$ cat src/rtl/div_pkg.sv
// div_pkg: shared encodings for the RV32M divider and the hazard unit.
`default_nettype none

package div_pkg;

   typedef enum logic [1:0] {
      OP_DIV  = 2'b00,
      OP_DIVU = 2'b01,
      OP_REM  = 2'b10,
      OP_REMU = 2'b11
   } div_op_e;

   typedef enum logic [1:0] {
      S_IDLE = 2'd0,
      S_CALC = 2'd1,
      S_FIX  = 2'd2,
      S_DONE = 2'd3
   } div_state_e;

   localparam int DIV_LATENCY = 34;

endpackage

`default_nettype wire

$ cat src/rtl/div_unit.sv
// div_unit: RV32M DIV/DIVU/REM/REMU, radix-2 restoring, one quotient bit per cycle.
`default_nettype none

module div_unit
   import div_pkg::*;
#(
   parameter int XLEN = 32
) (
   input  logic            clk,
   input  logic            rst,
   input  logic            start,
   input  logic [1:0]      op,
   input  logic [XLEN-1:0] rs1,
   input  logic [XLEN-1:0] rs2,
   input  logic            flush,
   output logic            busy,
   output logic            done,
   output logic [XLEN-1:0] result
);

   div_state_e      state_q, state_d;
   div_op_e         op_q, op_d;
   logic [XLEN-1:0] dvd_q, dvd_d;     // dividend shifts out, quotient bits shift in
   logic [XLEN-1:0] dvs_q, dvs_d;
   logic [XLEN:0]   rem_q, rem_d;
   logic [4:0]      cnt_q, cnt_d;
   logic            qneg_q, qneg_d;
   logic            rneg_q, rneg_d;
   logic [XLEN-1:0] result_q, result_d;

   logic            is_signed;
   logic            div_zero;
   logic            ovf;
   logic            is_rem_in;
   logic            is_rem_q;
   logic [XLEN-1:0] abs_a;
   logic [XLEN-1:0] abs_b;
   logic [XLEN+1:0] shifted;
   logic [XLEN+1:0] diff;
   logic [XLEN-1:0] q_fix;
   logic [XLEN-1:0] r_fix;

   assign is_signed = ~op[0];
   assign is_rem_in = op[1];
   assign is_rem_q  = (op_q == OP_REM) || (op_q == OP_REMU);
   assign div_zero  = (rs2 == '0);
   assign ovf       = is_signed && (rs1 == {1'b1, {(XLEN-1){1'b0}}}) && (rs2 == '1);
   assign abs_a     = (is_signed && rs1[XLEN-1]) ? -rs1 : rs1;
   assign abs_b     = (is_signed && rs2[XLEN-1]) ? -rs2 : rs2;

   // Extra top bit makes the trial subtraction's borrow visible in diff[XLEN+1].
   assign shifted   = {rem_q, dvd_q[XLEN-1]};
   assign diff      = shifted - {2'b00, dvs_q};
   assign q_fix     = qneg_q ? -dvd_q : dvd_q;
   assign r_fix     = rneg_q ? -rem_q[XLEN-1:0] : rem_q[XLEN-1:0];

   assign busy   = (state_q != S_IDLE);
   assign done   = (state_q == S_DONE);
   assign result = result_q;

   always_comb begin
      state_d  = state_q;
      op_d     = op_q;
      dvd_d    = dvd_q;
      dvs_d    = dvs_q;
      rem_d    = rem_q;
      cnt_d    = cnt_q;
      qneg_d   = qneg_q;
      rneg_d   = rneg_q;
      result_d = result_q;

      case (state_q)
         S_IDLE: begin
            if (start) begin
               op_d   = div_op_e'(op);
               dvd_d  = abs_a;
               dvs_d  = abs_b;
               rem_d  = '0;
               cnt_d  = 5'd31;
               qneg_d = is_signed && (rs1[XLEN-1] ^ rs2[XLEN-1]);
               rneg_d = is_signed && rs1[XLEN-1];
               if (div_zero) begin
                  result_d = is_rem_in ? rs1 : '1;
                  state_d  = S_DONE;
               end else if (ovf) begin
                  result_d = is_rem_in ? '0 : rs1;
                  state_d  = S_DONE;
               end else begin
                  state_d  = S_CALC;
               end
            end
         end
         S_CALC: begin
            rem_d = diff[XLEN+1] ? shifted[XLEN:0] : diff[XLEN:0];
            dvd_d = {dvd_q[XLEN-2:0], ~diff[XLEN+1]};
            cnt_d = cnt_q - 5'd1;
            if (cnt_q == 5'd0) begin
               state_d = S_FIX;
            end
         end
         S_FIX: begin
            result_d = is_rem_q ? r_fix : q_fix;
            state_d  = S_DONE;
         end
         S_DONE: begin
            state_d = S_IDLE;
         end
         default: begin
            state_d = S_IDLE;
         end
      endcase

      // Flush drops everything in flight, including a same-cycle start or result update.
      if (flush) begin
         state_d  = S_IDLE;
         result_d = result_q;
      end
   end

   always_ff @(posedge clk) begin
      if (rst) begin
         state_q  <= S_IDLE;
         op_q     <= OP_DIV;
         dvd_q    <= '0;
         dvs_q    <= '0;
         rem_q    <= '0;
         cnt_q    <= 5'd0;
         qneg_q   <= 1'b0;
         rneg_q   <= 1'b0;
         result_q <= '0;
      end else begin
         state_q  <= state_d;
         op_q     <= op_d;
         dvd_q    <= dvd_d;
         dvs_q    <= dvs_d;
         rem_q    <= rem_d;
         cnt_q    <= cnt_d;
         qneg_q   <= qneg_d;
         rneg_q   <= rneg_d;
         result_q <= result_d;
      end
   end

endmodule

`default_nettype wire
$ cat config.mk
export PLATFORM = sky130hd
export DESIGN_NAME = div_unit
export DESIGN_NICKNAME = d
export VERILOG_FILES = /design/src/rtl/div_pkg.sv /design/src/rtl/div_unit.sv
export SDC_FILE = /design/constraint.sdc
export NUM_CORES = 1
export LEC_CHECK = 0
export BUFFER_PORTS_ARGS = -buffer_cell sky130_fd_sc_hd__buf_2
export CAP_MARGIN = 10
export CELL_PAD_IN_SITES_DETAIL_PLACEMENT = 1
export CELL_PAD_IN_SITES_GLOBAL_PLACEMENT = 2
export CORE_ASPECT_RATIO = 0.75
export CORE_MARGIN = 4
export CORE_UTILIZATION = 30
export DETAILED_ROUTE_END_ITERATION = 8
export GPL_TIMING_DRIVEN = 0
export PLACE_DENSITY_LB_ADDON = 0.1
export SLEW_MARGIN = 30
export SYNTH_ARGS = -nofsm -noshare
export SYNTH_HDL_FRONTEND = slang
export SYNTH_SLANG_ARGS = --single-unit
$ cat constraint.sdc
create_clock -name clk -period 2.8 [get_ports clk]
set_input_delay 0.7 -clock clk [delete_from_list [all_inputs] [get_ports clk]]
set_output_delay 0.7 -clock clk [all_outputs]
set_load 0.02 [all_outputs]
### Word level (Yosys, flattened, before mapping)

Index checks and enable logic that the tools add are counted.

| cells by class | value |
|---|---|
| $add $sub $neg | 6 |
| equal/unequal tests | 10 |
| mux-type cells | 23 |
| bitwise logic cells | 4 |
| reductions and logical operators | 17 |

Operator list:

| kind | number |
|---|---|
| $mux 32 | 11 |
| $neg 32->32 | 4 |
| $pmux 32 s2 | 2 |
| $mux 33 | 2 |
| $pmux 33 s2 | 1 |
| $eq 32x32->1 const B | 2 |
| $sub 34x32->34 | 1 |
| $logic_not 32->1 | 1 |
| $pmux 5 s2 | 1 |
| $eq 2x2->1 const B | 4 |
| $mux 2 | 4 |
| $pmux 2 s4 | 1 |
| $reduce_and 2->1 | 3 |
| $reduce_bool 2->1 | 3 |
| $logic_and 1x1->1 | 5 |
| $logic_not 5->1 | 1 |
| $mux 5 | 1 |
| $sub 5x1->5 const B | 1 |
| $ne 2x2->1 const B | 2 |
| $reduce_and 4->1 | 1 |
| $ne 3x3->1 const B | 1 |
| $not 1->1 | 3 |
| $eq 2x1->1 const B | 1 |
| $logic_not 2->1 | 1 |
| other kinds (3) | 3 |

| storage, ports and cells | value |
|---|---|
| register bits | 140 |
| logic and storage cells | 69 |

### Longest topological paths before layout

Gate-level depths: netlist of the first run.

| depth | value |
|---|---|
| depth after elaboration | 7 |
| gate-level depth with buffers | 13 |
| mapped depth without buffers | 12 |

### Worst setup path before layout of the first run

No wires, ideal clock.

| timing | value |
|---|---|
| kind | in2reg |
| start | input rs1[0] |
| end | register result_q[13] (netlist: result[13]) |
| arrival | 2887 ps |
| required time | 2668 ps |
| setup slack | -219 ps |
| cell stages on the path | 12 |
| path through | inv_1 -> ha_1 -> nor3b_1 -> nand3_1 -> nor4_4 -> and4_1 -> o21ai_2 -> a21o_1 -> buf_6 -> buf_1 -> a211oi_1 -> nor3_1 |

| between the ends | value |
|---|---|
| longest elaborated chain between the ends | 5 |

Ends and longest elaborated chain:

| what | RTL line | text |
|---|---|---|
| start, declared | div_unit.sv:13 | `input logic [XLEN-1:0] rs1,` |
| $eq 32x32->1 | div_unit.sv:47 | `assign ovf = is_signed && (rs1 == {1'b1, {(XLEN-1){1'b0}}}) && (rs2 == '1);` |
| $logic_and 1x1->1 (2 in series) | div_unit.sv:47 |  |
| $ne 3x3->1 (no source line) | - |  |
| $reduce_and 4->1 (no source line) | - |  |
| end signal, assigned | div_unit.sv:140 | `result_q <= result_d;` |
| end, declared | div_unit.sv:29 | `logic [XLEN-1:0] result_q, result_d;` |

Every way passes these cells.
A chain may end at the register's enable or synchronous reset.

### Worst setup path after layout of the first run

| timing | value |
|---|---|
| start | register rem_q[0] |
| end | register rem_q[15] |

| between the ends | value |
|---|---|
| longest elaborated chain between the ends | 3 |

Ends and longest elaborated chain:

| what | RTL line | text |
|---|---|---|
| start, declared | div_unit.sv:25 | `logic [XLEN:0] rem_q, rem_d;` |
| start signal, assigned | div_unit.sv:136 | `rem_q <= rem_d;` |
| $sub 34x32->34 | div_unit.sv:53 | `assign diff = shifted - {2'b00, dvs_q};` |
| $mux 33 | div_unit.sv:94 | `rem_d = diff[XLEN+1] ? shifted[XLEN:0] : diff[XLEN:0];` |
| $pmux 33 s2 | div_unit.sv:72 | `case (state_q)` |

Every way passes these cells.

==> results.json, run 1 <==
{
  "cts.clk_slew.worst_paths_ns": 0.07,
  "tightest_slew_ns": 0.898,
  "p_sw_share_pct": 34.5,
  "wl_per_cell_um": 23.8,
  "dp_hpwl_mm": 40.2,
  "die_w_um": 230,
  "hold_class": "flip-flop to flip-flop",
  "min_period_over_period_pct": 111,
  "crit_end": "rem_q[15]$_SDFFE_PP0P_",
  "grtUsageTotal_pct": 25.3,
  "worstHoldStart": "result[24]$_SDFFE_PP0P_",
  "synthDistinctLibCells": 76,
  "p_leak_uw": 0.00542,
  "intPower_uw": 4070,
  "clock-root-buffer": "clkbuf_16",
  "maxCapViolations": 0,
  "async_flop_share_pct": 0,
  "pwr-share-clk_pct": 39.1,
  "synth_edf_count": 0,
  "antenna_found_initial": 2,
  "synth_area_leader_cell": "dfxtp_1",
  "layout_setup_ws_ns": -0.317,
  "tritoncts": "yes",
  "ant_nets": 0,
  "first_iter_violations": 886,
  "r2r-end": "rem_q[15]$_SDFFE_PP0P_",
  "crit_fanout": 6,
  "setup.worst_path.start_class": "flip-flop",
  "maxSlewHeadroom_pct": 40.2,
  "rsz0062_at_grt": "yes",
  "grt.met2_usage_pct": 34.3,
  "hold_ws_ns": 0.461,
  "synth_area_per_cell_um2": 7.30,
  "area_delta_synth_final_pct": 32.6,
  "ioPinCount": 104,
  "stdcell_area_um2": 14800,
  "worst_clock_skew_ns": 0.0101,
  "finish.utilization_pct": 40.7,
  "endpoint_kind": "flip-flop",
  "postPlaceCellArea_um2": 12400,
  "grt_max_degree": 17,
  "num_rows": 60,
  "die_y_um": 175,
  "via_count": 12600,
  "fmax_ghz": 0.321,
  "r2r_cells": 10,
  "netlist_top_cells_count": "nand2_1 (199), dfxtp_1 (139), nor2_1 (135)",
  "cp_data_required_time_ns": 3.14,
  "syn_nets": 1639,
  "vdd_ir_drop_max_mv": 0.302,
  "final-hold-violation-count": 0,
  "cts_max_path_buffers": 2,
  "ys_seq_area_share_pct": 25.0,
  "synth_top_area_share_pct": 25.0,
  "combPwrFrac_pct": 25.7,
  "fp.coreArea_um2": 36300,
  "status": "complete, but fails checks",
  "synth-seq-cells": 139,
  "crit_type": "flip-flop to flip-flop",
  "grt_busiest_layer": "met1",
  "use_met1_pct": 40.0,
  "grt-ovfl-total": 0,
  "r2r_setup_slack_ns": -0.32,
  "start_util_pct": 30.7,
  "synthTopCellsByArea": "dfxtp_1 (25%), xnor2_1 (7.6%), nand2_1 (6.7%)",
  "clock_latency_ns": 0.46,
  "arrival_ns": 3.46,
  "cts.sinks": 139,
  "die_area_um2": 40300,
  "post-route-min-period_ns": 3.12,
  "finalMaxSlewViolations": 0,
  "grt_util_met3_pct": 6.32,
  "final_nets": 1816,
  "cts-htree-levels": 4,
  "failed_checks": "negative setup slack",
  "cts_hold_buf": 0,
  "synthFlopType": "dfxtp_1",
  "drt_first_pass_iters": 6,
  "post-place-ws_ns": -1.41,
  "wl_mm": 52.6,
  "reg2reg_from": "rem_q[0]$_SDFFE_PP0P_",
  "drc": 0,
  "synth_most_common_cell": "nand2_1",
  "layout-drive-gt1-share_pct": 24.8,
  "seq_power_share_pct": 35.2,
  "cts_buffers": 17,
  "gp_congestion": 0.875,
  "syn_area_um2": 11100,
  "p_per_area_nw_per_um2": 421,
  "yosys_warnings": 0,
  "avgViaCountPerCell": 5.68,
  "finalSetupViolCount": 36,
  "crit_path_start": "rem_q[0]$_SDFFE_PP0P_",
  "grt_pass1_vias": 12400,
  "synthCells": 1525,
  "grt_pass1_wl_mm": 78.0,
  "p_sw_uw": 2140,
  "port_buffers": 102
}
## repair_timing
action,CTS,global route
endpoints found under the setup margin,70,75
resized for setup,198,108
pin swaps,67,58
setup buffers,40,22
cloned,3,1
## worst min-delay path by stage
stage                         endpoint  slack (ns)  cells past startpoint
2_1_floorplan   dvs_q[30]$_SDFFE_PP0P_        0.43                      2
4_1_cts        result[24]$_SDFFE_PP0P_        0.46                      2
5_1_grt        result[24]$_SDFFE_PP0P_        0.48                      2
6_report       result[24]$_SDFFE_PP0P_        0.46                      2
3_5_place_dp   result[24]$_SDFFE_PP0P_        0.46                      2
3_3_place_gp     dvs_q[0]$_SDFFE_PP0P_        0.46                      2
## cells in the final DEF, fill, tap and decap left out, types with 21 or more instances in the layout
master | netlist | final
o21ai_0 | 97 | 80
ha_1 | 43 | 25
buf_2 | 16 | 102
maj3_1 | 23 | 21
buf_4 | 1 | 53
o31ai_1 | 32 | 27
xnor2_1 | 96 | 92
nor2_1 | 135 | 128
xor2_1 | 42 | 41
inv_1 | 78 | 70
clkbuf_1 | 79 | 62
o211ai_1 | 35 | 35
nand2_1 | 199 | 197
a21oi_1 | 105 | 99
dfxtp_1 | 139 | 108
nand4_1 | 28 | 28
nor3_1 | 46 | 38
a211oi_1 | 55 | 39
## cells by family (layout without fill, tap and decap cells)
group	Yosys count	in the layout	share of synthesized area, %
buffers and inverters	183	373	6.45
AO/OA/AOI/OAI	459	459	27.5
other	0	1	0
AND/OR/NAND/NOR	537	537	23.0
flip-flops	139	139	25.0
multiplexers	2	2	0.180
XOR/XNOR	138	138	10.9
adder cells (fa/ha/maj)	67	67	7.08
## registers in the layout, indices dropped and copies added (netlist names)
register,count
cnt_q,5
dvd_q,32
dvs_q,32
op_q,1
qneg_q,1
rem_q,33
result,32
rneg_q,1
state_q,2
## layout make-up
class	count	area, um^2
well taps	496	621
clock buffers	18	429
fillers	4391	21500
plain buffers	94	553
multi-input cells	1203	8680
flip-flops and latches	139	2860
clock inverters	14	169
inverters	79	312
diodes	1	2.50
repair buffers	168	1130
## power by group through the flow
stage,combinational (uW),sequential (uW),clock [uW]
after global routing,1730,2200,2540
after detailed placement,1350,2230,0
after CTS,1480,2180,2460
after floorplan,886,2190,0
after global placement,1340,2220,0
final,1590,2190,2430
## routing by layer
| layer | vias up | part of all wire [%] |
|---|---|---|
| met3 | 38 | 6.9 |
| met5 | - | 0.11 |
| met4 | 2 | 0.89 |
| li1 | 5850 | - |
| met2 | 401 | 40 |
| met1 | 6263 | 52 |
## worst max-delay path, cell delays in order (launching register included)
cell and delay [ns]:
dfxtp_4 0.37, ha_4 0.23, nor2b_4 0.12, o31a_1 0.38
o311ai_4 0.38, a21oi_2 0.14, or4b_4 0.59, a21oi_4 0.23
nor2_4 0.11, buf_6 0.15, a221o_1 0.30
## metrics by stage
step / setup TNS, ns / total power [uW] / std cells
floorplan: -0.428 / 3070 / 1525
global placement: -90.17 / 3570 / 2123
detailed placement: -82.73 / 3580 / 2123
CTS: -6.65 / 6130 / 2191
global route: -10.98 / 6460 / 2211
finish: -9.01 / 6210 / 2212
Power figures use the tool's default switching activity.
==> run 2: changes to the inputs <==
- CORE_UTILIZATION: 30 -> 32
==> results.json, run 2 (same netlist as run 1, synthesis figures left out) <==
{
  "via_count": 12600,
  "vdd_ir_drop_max_mv": 0.327,
  "gp_congestion": 0.884,
  "fp.coreArea_um2": 33900,
  "antenna_found_initial": 2,
  "largest_reg_flops": 33,
  "final-hold-violation-count": 0,
  "cts-htree-levels": 4,
  "fmax_ghz": 0.325,
  "finalSetupViolCount": 35,
  "fillCellCount": 4060,
  "cts_max_path_buffers": 2,
  "finalMaxSlewViolations": 0,
  "endpoint_kind": "flip-flop",
  "num_rows": 58,
  "p_per_area_nw_per_um2": 425,
  "hold_class": "flip-flop to flip-flop",
  "first_iter_violations": 944,
  "grt_pass1_wl_mm": 78.6,
  "clock-root-buffer": "clkbuf_16",
  "final_nets": 1838,
  "avgViaCountPerCell": 5.77,
  "layout_setup_ws_ns": -0.272,
  "cts_buffers": 17,
  "reg2reg_from": "rem_q[0]$_SDFFE_PP0P_",
  "min_period_over_period_pct": 110,
  "ant_nets": 0,
  "layout-drive-gt1-share_pct": 27.2,
  "final_cells": 2187,
  "area_delta_synth_final_pct": 35.8,
  "wl_per_cell_um": 23.9,
  "cts.clk_slew.worst_paths_ns": 0.06,
  "clock_latency_ns": 0.45,
  "arrival_ns": 3.40,
  "worstHoldStart": "result[24]$_SDFFE_PP0P_",
  "grt_pass1_vias": 12700,
  "grt_max_degree": 17,
  "rsz0062_at_grt": "yes",
  "tritoncts": "yes",
  "finalPower_uw": 6420,
  "p_leak_uw": 0.00560,
  "regMostFlops": "rem_q",
  "die_area_um2": 37900,
  "placedCellCount": 2077,
  "die_w_um": 223,
  "diodes": 0,
  "post-route-min-period_ns": 3.07,
  "port_buffers": 102,
  "crit_fanout": 10,
  "final_common_cell": "nand2_1",
  "maxSlewHeadroom_pct": 38.5,
  "die_y_um": 169,
  "failed_checks": "negative setup slack",
  "drc": 0,
  "grtUsageTotal_pct": 26.9,
  "final_cell_mix": "nand2_1 (195), nor2_1 (126), dfxtp_1 (108)",
  "crit_type": "flip-flop to flip-flop",
  "maxCapViolations": 0,
  "tightest_slew_ns": 0.923,
  "grt-ovfl-total": 0,
  "worst_clock_skew_ns": 0.0133,
  "drt_first_pass_iters": 5,
  "setup.worst_path.start_class": "flip-flop",
  "crit_path_start": "rem_q[0]$_SDFFE_PP0P_",
  "dp_hpwl_mm": 39.8,
  "start_util_pct": 32.8,
  "cts.sinks": 139,
  "status": "complete, but fails checks",
  "finish.utilization_pct": 44.6,
  "ioPinCount": 104,
  "wl_mm": 52.3,
  "cp_data_required_time_ns": 3.13
}
## run 2: worst paths after layout
kind | slack [ns] | cells after the start | end
min reg2reg | 0.45 | 2 | result[24]$_SDFFE_PP0P_
min | 0.45 | 2 | result[24]$_SDFFE_PP0P_
max | -0.27 | 10 | rem_q[5]$_SDFFE_PP0P_
max reg2reg | -0.27 | 10 | rem_q[5]$_SDFFE_PP0P_
## run 2: layer usage
metal	vias to the layer above	track usage [%]	wire length, um
li1	5910	-	-
met1	6292	41.1	26700
met2	366	37.5	20700
met3	46	7.54	4230
met4	2	5.04	686
met5	-	0	13
## run 2: final cells by class
type                            instances  area [um^2]  share of cell area (%)
Timing Repair Buffer                  192         1370                    9.07
Clock inverter                         13          188                    1.24
Multi-Input combinational cell       1203         8830                    58.4
Clock buffer                           19          453                    3.00
Inverter                               79          312                    2.06
Tap cell                              450          563                    3.73
Buffer                                 92          546                    3.61
Sequential cell                       139         2860                    18.9
## run 2: worst max-delay path: stages (launching register included)
cell and delay, ns:
dfxtp_4 0.37, ha_4 0.23, nor2b_4 0.12, o31a_1 0.33, o311ai_4 0.36, a21oi_2 0.13
or4b_4 0.61, a21oi_4 0.23, nor2_4 0.11, buf_6 0.16, a221o_1 0.30
## run 2: power breakdown
part           leakage [uW]  total (uW)  switching (uW)  internal (uW)
registers           0.00115        2190             121           2070
clock network      0.000303        2540             999           1540
logic               0.00414        1680            1020            657
total               0.00560        6420            2140           4270
## run 2: what timing repair did
item,CTS,global route
setup endpoints to repair,74,75
gates cloned,2,2
buffers inserted,57,29
pin swaps,52,85
endpoints found under the hold margin,0,0
resized for setup,228,121
hold buffers,0,0
## run 2: per-stage QoR
step                      instance area [um^2]  setup WS, ns  TNS (ns)  hold slack (ns)
after floorplan                          11300       -0.0442    -0.428            0.432
after global placement                   12400         -1.35    -83.05            0.454
after detailed placement                 12400         -1.37    -79.26            0.450
after CTS                                14400        -0.212     -6.07            0.457
after global routing                     15100        -0.312    -10.25            0.490
final                                    15100        -0.272     -7.46            0.452
